[src/rtl/ecc_scrub_scheduler.sv]
// rtl/ecc_scrub_scheduler.sv - ECC scrub burst scheduler with starvation override and error counters (optional ECC_SCRUB_ESCALATE_EN)
module ecc_scrub_scheduler #(
    parameter int BurstLen    = 16,
    parameter int StarveLimit = 64,
    parameter int CntWidth    = 16
) (
    input  logic                clk_i,
    input  logic                rst_i,
    input  logic                enable_i,
    input  logic [CntWidth-1:0] cfg_interval_i,
    input  logic                clear_i,
    input  logic                intc_busy_i,
    input  logic                scrub_step_i,
    input  logic                bit_corrected_i,
    input  logic                uncorrectable_i,
    output logic                scrub_trigger_o,
    output logic                force_prio_o,
    output logic [CntWidth-1:0] corrected_cnt_o,
    output logic [CntWidth-1:0] uncorrectable_cnt_o,
    output logic                irq_o
);

    localparam int StepW   = $clog2(BurstLen + 1);
    localparam int StarveW = $clog2(StarveLimit + 1);

    typedef enum logic [1:0] {
        ST_IDLE  = 2'd0,
        ST_WAIT  = 2'd1,
        ST_SCRUB = 2'd2
    } state_t;

    state_t               state_q, state_d;
    logic [CntWidth-1:0]  icnt_q;
    logic [StepW-1:0]     step_cnt_q;
    logic [StarveW-1:0]   starve_q;
    logic [StarveW-1:0]   starve_nxt;
    logic                 force_q;
    logic [CntWidth-1:0]  corr_q, unc_q;
    logic                 irq_q;
    logic                 burst_done;
    logic                 escalate;
    logic                 load_interval;
    logic                 in_scrub_both;

`ifdef ECC_SCRUB_ESCALATE_EN
    logic pend_q;

    // A correction seen during a burst (including on its final step) forces an immediate follow-on burst.
    assign escalate = pend_q | bit_corrected_i;

    // Pending-escalation flag: set by corrections in SCRUB, consumed at burst end, dropped on disable.
    always_ff @(posedge clk_i) begin
        if (rst_i || !enable_i) begin
            pend_q <= 1'b0;
        end else if (state_q == ST_SCRUB) begin
            if (burst_done) begin
                pend_q <= 1'b0;
            end else if (bit_corrected_i) begin
                pend_q <= 1'b1;
            end
        end
    end
`else
    assign escalate = 1'b0;
`endif

    // Starvation count only advances on busy cycles without progress; it saturates at the limit.
    assign starve_nxt = (state_q == ST_SCRUB && !scrub_step_i && intc_busy_i &&
                         starve_q != StarveW'(StarveLimit)) ? starve_q + 1'b1 : starve_q;

    // Next-state decode; disable overrides everything and returns to IDLE.
    always_comb begin
        state_d       = state_q;
        burst_done    = (state_q == ST_SCRUB) && scrub_step_i &&
                        (step_cnt_q == StepW'(BurstLen - 1));
        case (state_q)
            ST_IDLE:  state_d = (cfg_interval_i != '0) ? ST_WAIT : ST_SCRUB;
            ST_WAIT:  if (icnt_q == CntWidth'(1)) state_d = ST_SCRUB;
            ST_SCRUB: if (burst_done && !escalate && cfg_interval_i != '0) state_d = ST_WAIT;
            default:  state_d = ST_IDLE;
        endcase
        if (!enable_i) begin
            state_d = ST_IDLE;
        end
        load_interval = (state_d == ST_WAIT) && (state_q != ST_WAIT);
        in_scrub_both = (state_d == ST_SCRUB) && (state_q == ST_SCRUB);
    end

    // State register.
    always_ff @(posedge clk_i) begin
        if (rst_i) begin
            state_q <= ST_IDLE;
        end else begin
            state_q <= state_d;
        end
    end

    // Interval countdown, burst step counter and starvation override.
    always_ff @(posedge clk_i) begin
        if (rst_i) begin
            icnt_q     <= '0;
            step_cnt_q <= '0;
            starve_q   <= '0;
            force_q    <= 1'b0;
        end else begin
            if (load_interval) begin
                icnt_q <= cfg_interval_i;
            end else if (state_q == ST_WAIT) begin
                icnt_q <= icnt_q - 1'b1;
            end
            if (!in_scrub_both) begin
                step_cnt_q <= '0;
                starve_q   <= '0;
                force_q    <= 1'b0;
            end else if (scrub_step_i) begin
                step_cnt_q <= burst_done ? '0 : step_cnt_q + 1'b1;
                starve_q   <= '0;
                force_q    <= 1'b0;
            end else begin
                starve_q   <= starve_nxt;
                force_q    <= (starve_nxt == StarveW'(StarveLimit));
            end
        end
    end

    // Saturating error counters and sticky interrupt; clear wins over a same-cycle event.
    always_ff @(posedge clk_i) begin
        if (rst_i || clear_i) begin
            corr_q <= '0;
            unc_q  <= '0;
            irq_q  <= 1'b0;
        end else begin
            if (bit_corrected_i && corr_q != '1) corr_q <= corr_q + 1'b1;
            if (uncorrectable_i && unc_q != '1)  unc_q  <= unc_q + 1'b1;
            if (uncorrectable_i)                 irq_q  <= 1'b1;
        end
    end

    assign scrub_trigger_o     = (state_q == ST_SCRUB);
    assign force_prio_o        = force_q;
    assign corrected_cnt_o     = corr_q;
    assign uncorrectable_cnt_o = unc_q;
    assign irq_o               = irq_q;

endmodule

[config.mk]
export PLATFORM = sky130hd
export DESIGN_NAME = ecc_scrub_scheduler
export DESIGN_NICKNAME = d
export VERILOG_FILES = /design/src/rtl/ecc_scrub_scheduler.sv
export SDC_FILE = /design/constraint.sdc
export NUM_CORES = 1
export LEC_CHECK = 0
export ABC_AREA = 1
export CAP_MARGIN = 5
export CORE_UTILIZATION = 59
export DETAILED_ROUTE_END_ITERATION = 12
export HOLD_SLACK_MARGIN = 0.06
export PLACE_DENSITY = 0.86
export SLEW_MARGIN = 20
export SYNTH_ARGS = -nofsm -noshare
export SYNTH_HDL_FRONTEND = slang
export SYNTH_SLANG_ARGS = --single-unit
export TNS_END_PERCENT = 10
[constraint.sdc]
create_clock -name clk_i -period 3.9 [get_ports clk_i]
set_input_delay 0.78 -clock clk_i [delete_from_list [all_inputs] [get_ports clk_i]]
set_output_delay 0.78 -clock clk_i [all_outputs]
set_load 0.02 [all_outputs]
==> results of run 1 <==
## Yosys cell counts, drive strengths merged (2+ instances only)
master	instances	area share
nand3b	3	0.0058
a21oi	45	0.061
nor3	14	0.019
ha	8	0.026
clkbuf	6	0.0058
dfxtp	64	0.33
xnor2	7	0.016
o21ai	18	0.023
inv	70	0.068
buf	9	0.017
nor2	89	0.092
nand3	53	0.073
a31oi	2	0.0032
or2	2	0.0032
and3	2	0.0032
nand4	24	0.039
xor2	15	0.034
nor3b	3	0.0058
nand2	156	0.16
## how the worst max path moves through the flow
stage / startpoint / cells after the start / to / slack (ps)
floorplan: corrected_cnt_o[0] / 9 / corrected_cnt_o[10] / 2150
global placement: enable_i / 5 / starve_q[1] / 1330
detailed placement: enable_i / 5 / starve_q[3] / 1310
CTS: state_q[1] / 3 / scrub_trigger_o / 1460
global route: state_q[1] / 3 / scrub_trigger_o / 1400
finish: state_q[1] / 3 / scrub_trigger_o / 1460
## final cells by class
type	instances	area share
Tap cell	77	0.0207
Clock inverter	4	0.00619
Inverter	70	0.0565
Timing Repair Buffer	59	0.127
Clock buffer	12	0.0334
Sequential cell	64	0.276
Multi-Input combinational cell	446	0.481
## metal layers
metal / part of all wire / wire, um / up-vias
met4: 0.019 / 176 / 0
met2: 0.48 / 4500 / 149
met3: 0.068 / 637 / 18
met5: 0 / 0 / -
li1: - / - / 2036
met1: 0.43 / 4090 / 1820
## metrics by stage
stage,power (mW),hold slack (ps),std cells,area (um2)
detailed placement,0.925,478,716,4460
global placement,0.920,472,716,4460
finish,1.45,489,732,4650
CTS,1.45,488,732,4650
global route,1.51,530,732,4650
floorplan,0.862,456,595,3860
## critical path: stages (launching register included)
cell	delay [ps]
dfxtp_1	420
inv_2	90
nor2_4	170
clkdlybuf4s50_1	630
## state kept, by name, summed over array words and instances (netlist names)
name,flops
icnt_q,16
irq_o,1
starve_q,7
state_q,2
uncorrectable_cnt_o,16
step_cnt_q,5
force_prio_o,1
corrected_cnt_o,16
## logic make-up after synthesis
| logic type | after synthesis | synth area share |
|---|---|---|
| fa+ha+maj | 8 | 0.0259 |
| simple gates | 347 | 0.406 |
| xor+xnor | 22 | 0.0499 |
| buf+inv | 85 | 0.0903 |
| compound gates | 69 | 0.0962 |
| flops | 64 | 0.331 |
## power groups by stage
stage	Combinational, mW	Sequential, mW	Clock, mW
after detailed placement	0.215	0.710	0
after global routing	0.246	0.698	0.562
final	0.219	0.696	0.534
after CTS	0.217	0.695	0.537
after global placement	0.211	0.709	0
after floorplan	0.155	0.707	0
==> metrics.csv, run 1 <==
stage,metric,value,unit
finish,fin_util,0.732,
clock_network,clock_latency,360,ps
drt,routedWlPerCell,12.8,um
synthesis,syn_inst,595,
finish,final_cell_mix,"148 x nand2_1, 84 x nor2_1, 64 x dfxtp_1",
worst_setup_path,timing.rr.start,corrected_cnt_o[0],
worst_setup_path,path_max_fanout,6,
clock_network,cts.sinks,64,
worst_setup_path,reg2reg_depth,9,
timing,max_freq,410,MHz
grt,grt.overflow.total,0,
drt,drc,0,
worst_setup_path,worst_ep_arrival_time,1660,ps
synthesis,synth_ff_type,dfxtp_1,
power_and_ir_drop,power_frac_seq,0.480,
grt,grt_pass1_wl,16000,um
min_path,hold_depth,2,
power_and_ir_drop,ir_drop,0.254,mV
drt,vias_per_cell,5.50,
drt,vias,4023,
synthesis,yosysWarnings,0,
clock_network,cts.root.buffer_cell,clkbuf_8,
floorplan,dieArea,6880,um2
timing,rsz0062_at_grt,no,
clock_network,htreeDepth,3,
worst_setup_path,r2r_end,corrected_cnt_o[10],
synthesis,ys_seq_area_frac,0.331,
power_and_ir_drop,p_sw,427,uW
grt,antenna_found_initial,0,
finish,multi_input_area,2230,um2
synthesis,synthArstFlopShare,0,
grt,grt_max_degree,27,
drt,drt_iter0_drc,309,
clock_network,postCtsSetupBuffers,0,
timing,finalSetupViolCount,0,
timing,fin_skew,13.4,ps
floorplan,die_y,82.9,um
grt,grt_usage,0.280,
timing,worst_slew_pin_slew,766,ps
power_and_ir_drop,swShare,0.295,
min_path,hold_path_startpoint,step_cnt_q[1],
worst_setup_path,path_class,reg2out,
power_and_ir_drop,p_per_area,312,nW/um2
grt,grt_pass1_vias,3695,
place,hpwl,6770,um
timing,worst_slack,1460,ps
drt,routed_wl,9410,um
worst_setup_path,reg2reg_slack,1680,ps
min_path,min_to,step_cnt_q[1],
grt,use_met2,0.469,
place,place_ws,1310,ps
floorplan,fp.coreArea,6350,um2
worst_setup_path,critPathCaptureType,output pin,
finish,syn_to_final_growth,20.2,%
synthesis,syn_avg_cell_area,6.50,um2
clock_network,cts_tree,built,
power_and_ir_drop,leakage,1.82,nW
clock_network,numCtsBuffers,9,
grt,use_met1,0.344,
finish,seq_area,1280,um2
clock_network,clk_path_buf_depth,2,
place,place.gp.congestion,0.889,
grt,busiest_layer,met2,
synthesis,synth-seq-cells,64,
finish,layout-drive-gt1-share,0.0656,
finish,nets,682,
timing,hold_viol_final,0,
timing,period_needed,2440,ps
power_and_ir_drop,p_int,1.02,mW
synthesis,syn-num-nets,627,
timing,slew_violations,0,
worst_setup_path,crit_path_start_kind,register,
timing,tns,0,ps
synthesis,syn_area,3860,um2
synthesis,synth_cell_types,37,
floorplan,start_util,0.609,
outcome,outcome,"complete, no violations",
clock_network,post_cts_resize_count,0,
grt,use_met3,0.0646,
finish,final_common_cell,nand2_1,
run,maxCapViolCount,0,
timing,min_period_over_period,0.625,
clock_network,clkSlewWorstSetupHoldPaths,70,ps
floorplan,rows,29,
power_and_ir_drop,power_frac_comb,0.151,
finish,fillers,520,
power_and_ir_drop,clkPwrFrac,0.368,
synthesis,synth_edf_count,0,
drt,drt_first_pass_iters,5,
finish,antenna_cells,0,
min_path,min_path_type,reg2reg,
worst_setup_path,required,3120,ps
timing,slew_headroom,0.487,
floorplan,die_w,82.9,um
place,port_buffers,58,
clock_network,postCtsHoldBufs,0,
drt,ant_nets,0,
floorplan,io-pin-count,59,
Power figures use the tool's default switching activity.
==> run 2, diff against run 1 <==
--- a/config.mk
+++ b/config.mk
@@ -7,10 +7,10 @@
 export LEC_CHECK = 0
 export ABC_AREA = 1
 export CAP_MARGIN = 5
-export CORE_UTILIZATION = 59
+export CORE_UTILIZATION = 55
 export DETAILED_ROUTE_END_ITERATION = 12
 export HOLD_SLACK_MARGIN = 0.06
-export PLACE_DENSITY = 0.86
+export PLACE_DENSITY = 0.81
 export SLEW_MARGIN = 20
 export SYNTH_ARGS = -nofsm -noshare
 export SYNTH_HDL_FRONTEND = slang
==> constraint.sdc (replaced) <==
create_clock -name clk_i -period 2.25 [get_ports clk_i]
set_input_delay 0.45 -clock clk_i [delete_from_list [all_inputs] [get_ports clk_i]]
set_output_delay 0.45 -clock clk_i [all_outputs]
set_load 0.02 [all_outputs]
==> run 2 against run 1 <==
Total power up 81%. Core utilization down 3.2 points. Clock-buffer cell count up 1. Critical path type unchanged. Critical endpoint unchanged.
==> metrics.csv, run 2 (synthesized netlist as in run 1, its figures left out) <==
stage,metric,value,unit,change
outcome,outcome,"complete, no violations",,
worst_setup_path,path_class,reg2out,,
drt,drc,0,,unchanged
worst_setup_path,critPathSlowestCell,clkdlybuf4s50_1,,
clock_network,clkSlewWorstSetupHoldPaths,80,ps,about the same
clock_network,clk_path_buf_depth,2,,unchanged
floorplan,dieArea,7370,um2,+7.1%
timing,max_freq,468,MHz,
timing,worst_slew_pin_slew,483,ps,-284 ps
place,place.gp.congestion,0.931,,+4.7%
clock_network,cts.sinks,64,,unchanged
min_path,min_path_type,reg2reg,,
drt,drt_iter0_drc,203,,-34%
run,maxCapViolCount,0,,unchanged
worst_setup_path,crit_chain,inv_2 -> nor2_4 -> clkdlybuf4s50_1,,
timing,rsz0062_at_grt,no,,
floorplan,fp.coreArea,6790,um2,+7.0%
power_and_ir_drop,ir_drop,0.395,mV,+56%
drt,ant_nets,0,,unchanged
clock_network,postCtsSetupBuffers,0,,unchanged
place,port_buffers,58,,unchanged
grt,grt_max_degree,27,,unchanged
drt,routed_wl,9580,um,+1.8%
grt,grt_usage,0.274,,-0.00578
finish,syn_to_final_growth,23.0,%,
clock_network,clock_latency,350,ps,about the same
finish,antenna_cells,0,,unchanged
power_and_ir_drop,p_per_area,551,nW/um2,+77%
worst_setup_path,critPathCaptureType,output pin,,
worst_setup_path,required,1800,ps,-1320 ps
timing,finalSetupViolCount,0,,unchanged
finish,nets,691,,+1.3%
timing,fin_skew,8.72,ps,-4.70 ps
floorplan,io-pin-count,59,,unchanged
place,post-place-cells,744,,+3.9%
worst_setup_path,crit_path_start_kind,register,,
timing,slew_headroom,0.678,,+0.190
timing,period_needed,2140,ps,
finish,final_cell_count_no_fill,760,,+3.8%
finish,layout-drive-gt1-share,0.0768,,+0.0112
clock_network,postCtsHoldBufs,0,,unchanged
drt,vias,4006,,-0.42%
finish,final_common_cell,nand2_1,,
place,hpwl,6950,um,+2.7%
grt,grt.overflow.total,0,,unchanged
clock_network,htreeDepth,3,,unchanged
finish,fillers,601,,+16%
clock_network,numCtsBuffers,9,,unchanged
worst_setup_path,cp_slowest_stage_delay,630,ps,about the same
floorplan,rows,30,,+3.4%
place,post_dp_cell_area,4550,um2,+2.0%
clock_network,cts.root.buffer_cell,clkbuf_8,,
worst_setup_path,worst_ep_arrival_time,1690,ps,+30 ps
timing,tns,0,ps,unchanged
drt,drt_first_pass_iters,5,,unchanged
worst_setup_path,path_max_fanout,6,,unchanged
grt,grt_pass1_wl,16200,um,+0.99%
timing,slew_violations,0,,unchanged
clock_network,cts_tree,built,,
grt,antenna_found_initial,0,,unchanged
floorplan,start_util,0.569,,-0.0398
power_and_ir_drop,leakage,1.88,nW,+3.2%
place,place_ws,54.9,ps,-1250 ps
finish,fin_area,4750,um2,+2.3%
timing,worst_slack,113,ps,-1350 ps
timing,hold_viol_final,0,,unchanged
finish,final_cell_mix,"148 x nand2_1, 84 x nor2_1, 64 x dfxtp_1",,
drt,vias_per_cell,5.27,,-4.1%
floorplan,die_y,85.8,um,+3.5%
drt,routedWlPerCell,12.6,um,-1.9%
grt,grt_pass1_vias,3704,,+0.24%
timing,min_period_over_period,0.950,,
clock_network,post_cts_resize_count,0,,unchanged
floorplan,die_w,85.8,um,+3.5%
[run 2: cell count changes in the layout (fill, tap and decap cells not counted), sizes merged]
cell      previous run  this run
clkbuf              12        13
bufinv               0         1
clkinvlp             2         0
buf                  1        10
[run 2: where the power goes]
part	internal (mW)	switching [mW]	total, mW
Combinational	0.155	0.240	0.395
Sequential	1.17	0.0373	1.20
Clock	0.570	0.453	1.02
[run 2: metrics by stage]
step	total power [mW]	hold WS (ps)	utilization
2_1_floorplan	1.49	456	-
3_3_place_gp	1.61	473	0.670
5_1_grt	2.75	535	0.700
4_1_cts	2.64	502	0.700
6_report	2.62	493	0.700
3_5_place_dp	1.62	487	0.670
[run 2: area by class of cell]
class / count / area, um2 / share of cell area
multi-input cells: 446 / 2230 / 0.470
well taps: 96 / 120 / 0.0253
inverters: 70 / 263 / 0.0553
clock inverters: 3 / 40.0 / 0.00842
repair buffers: 68 / 656 / 0.138
flip-flops and latches: 64 / 1280 / 0.270
clock buffers: 13 / 159 / 0.0334
[run 2: worst max-delay path, delay by kind of cell, from the launching register on]
kind	cells	cell delay [ps]
buffers and inverters	2	720
DFF	1	440
and+or+nand+nor	1	170
[run 2: per-layer routing]
layer	global-route usage	wire (um)	share of wire	vias up
met5	0	0	0	-
met4	0.0970	146	0.015	0
met3	0.0452	498	0.052	17
met2	0.478	4560	0.48	123
met1	0.342	4380	0.46	1812
li1	-	-	-	2054
[run 2: worst paths after layout]
kind	startpoint	end	slack (ps)	cells after the start
worst max-delay path	state_q[1]	scrub_trigger_o	110	3
worst min-delay path	irq_o	irq_o	490	2
worst max register to register	corrected_cnt_o[1]	corrected_cnt_o[5]	260	9
worst min register to register	irq_o	irq_o	490	2
==> run 3, diff against run 2 <==
--- a/config.mk
+++ b/config.mk
@@ -7,10 +7,9 @@
 export LEC_CHECK = 0
 export ABC_AREA = 1
 export CAP_MARGIN = 5
-export CORE_UTILIZATION = 55
+export CORE_UTILIZATION = 30
 export DETAILED_ROUTE_END_ITERATION = 12
 export HOLD_SLACK_MARGIN = 0.06
-export PLACE_DENSITY = 0.81
 export SLEW_MARGIN = 20
 export SYNTH_ARGS = -nofsm -noshare
 export SYNTH_HDL_FRONTEND = slang
==> run 3 against run 2 <==
Global-route usage down 11 points. Non-clock buffer count up 1. Combinational power about the same. Final area up 4.7%. Hold slack worse by 9.2 ps. Die area up 81%. Fmax up 2.4%. Sequential share of layout area down 1.2 points. Core utilization down 30 points. Critical path type unchanged.
==> metrics.csv, run 3 (synthesized netlist as in run 1, its figures left out) <==
stage,metric,value,unit,change
drt,routedWlPerCell,12.2,um,-2.8%
timing,rsz0062_at_grt,no,,
worst_setup_path,path_class,reg2out,,
clock_network,postCtsHoldBufs,0,,unchanged
floorplan,start_util,0.308,,-0.261
floorplan,dieArea,13300,um2,+81%
worst_setup_path,path_max_fanout,6,,unchanged
clock_network,postCtsSetupBuffers,0,,unchanged
timing,min_period_over_period,0.927,,-0.0224
timing,slew_violations,0,,unchanged
power_and_ir_drop,p_per_area,618,nW/um2,+12%
grt,grt_pass1_wl,17200,um,+6.2%
drt,drt_first_pass_iters,4,,-1
power_and_ir_drop,ir_drop,0.326,mV,-18%
finish,final_common_cell,nand2_1,,
clock_network,clock_latency,340,ps,about the same
worst_setup_path,cp_top_family,buffers and inverters,,
clock_network,clkSlewWorstSetupHoldPaths,60,ps,-20 ps
floorplan,die_w,116,um,+35%
drt,ant_nets,0,,unchanged
place,hpwl,7720,um,+11%
worst_setup_path,critPathBufInv,2,,unchanged
floorplan,io-pin-count,59,,unchanged
timing,fin_skew,5.77,ps,-2.95 ps
power_and_ir_drop,leakage,1.93,nW,+3.0%
floorplan,rows,41,,+37%
finish,final_cell_count_no_fill,837,,+10%
drt,drc,0,,unchanged
grt,grt_pass1_vias,3736,,+0.86%
timing,period_needed,2090,ps,-50.3 ps
finish,antenna_cells,0,,unchanged
timing,finalSetupViolCount,0,,unchanged
finish,layout-drive-gt1-share,0.0812,,+0.00440
timing,worst_slack,163,ps,+50.3 ps
grt,grt_usage,0.164,,-0.110
worst_setup_path,crit_chain,inv_2 -> nor2_4 -> clkdlybuf4s50_1,,
drt,drt_iter0_drc,186,,-8.4%
worst_setup_path,critPathSlowestCell,clkdlybuf4s50_1,,
worst_setup_path,crit_cells,3,,unchanged
worst_setup_path,crit_path_start_kind,register,,
run,maxCapViolCount,0,,unchanged
clock_network,cts_tree,built,,
outcome,outcome,"complete, no violations",,
worst_setup_path,cp_slowest_stage_delay,630,ps,about the same
min_path,hold_depth,2,,unchanged
grt,grt.overflow.total,0,,unchanged
clock_network,post_cts_resize_count,0,,unchanged
clock_network,htreeDepth,3,,unchanged
drt,vias_per_cell,4.76,,-9.7%
finish,nets,692,,+0.14%
finish,final_cell_mix,"148 x nand2_1, 84 x nor2_1, 64 x dfxtp_1",,
grt,antenna_found_initial,0,,unchanged
floorplan,fp.coreArea,12600,um2,+85%
timing,slew_headroom,0.673,,-0.00446
drt,routed_wl,10300,um,+7.0%
grt,grt_max_degree,27,,unchanged
place,place_ws,-7.67,ps,-62.6 ps
clock_network,cts.sinks,64,,unchanged
clock_network,cts.root.buffer_cell,clkbuf_16,,
worst_setup_path,worst_ep_arrival_time,1640,ps,-50 ps
timing,hold_viol_final,0,,unchanged
clock_network,clk_path_buf_depth,2,,unchanged
timing,max_freq,479,MHz,+2.4%
place,place.gp.congestion,0.901,,-3.2%
place,post-place-cells,821,,+10%
clock_network,numCtsBuffers,9,,unchanged
worst_setup_path,critPathCaptureType,output pin,,
floorplan,die_y,116,um,+35%
finish,syn_to_final_growth,28.7,%,
timing,worst_slew_pin_slew,489,ps,+6.68 ps
drt,vias,3983,,-0.57%
min_path,min_path_type,reg2reg,,
finish,fillers,1337,,+120%
place,port_buffers,58,,unchanged
worst_setup_path,reg2reg_depth,9,,unchanged
worst_setup_path,required,1800,ps,about the same
==> run 3: cell types whose count changed in the layout (fill, tap and decap cells not counted), sizes merged <==
cell,delta
buf,+1
clkbuf,-1
clkinvlp,+1
==> run 3: per-stage QoR <==
step	cell area, um2	hold slack, ps	utilization	power, mW	TNS (ps)
floorplan	3860	456	-	1.49	0
global placement	4660	474	0.371	1.62	-11.8
detailed placement	4660	481	0.371	1.63	-7.67
CTS	4970	489	0.396	3.11	0
global route	4970	524	0.396	3.22	0
finish	4970	484	0.396	3.07	0
==> run 3: per-layer routing <==
layer,up-vias,share of wire,global-route usage
met4,0,0.026,0.0710
met5,-,0,0
met3,21,0.042,0.0397
met1,1820,0.46,0.197
li1,2057,-,-
met2,85,0.47,0.277
==> run 3: power breakdown <==
part | internal (mW) | switching (mW) | leakage (nW)
clock network | 0.947 | 0.520 | 0.155
registers | 1.17 | 0.0398 | 0.520
logic | 0.156 | 0.240 | 1.26
==> run 3: layout make-up <==
type	instances	area (um2)	area share
flip-flops and latches	64	1280	0.258
multi-input cells	446	2230	0.449
inverters	70	263	0.0528
clock inverters	4	51.3	0.0103
clock buffers	12	267	0.0536
repair buffers	69	663	0.133
well taps	172	215	0.0433
==> run 3: tightest hold or removal path: stages, from the launching register on <==
cell and delay, ps:
dfxtp_1 320, nor2_1 40, nor2_1 80
==> run 3: path summary, 6_finish.rpt <==
| check | slack (ps) | start | endpoint |
|---|---|---|---|
| worst max-delay path | 160 | state_q[1] | scrub_trigger_o |
| worst max register to register | 260 | corrected_cnt_o[1] | corrected_cnt_o[10] |
| worst min-delay path | 480 | irq_o | irq_o |
| worst min register to register | 480 | irq_o | irq_o |
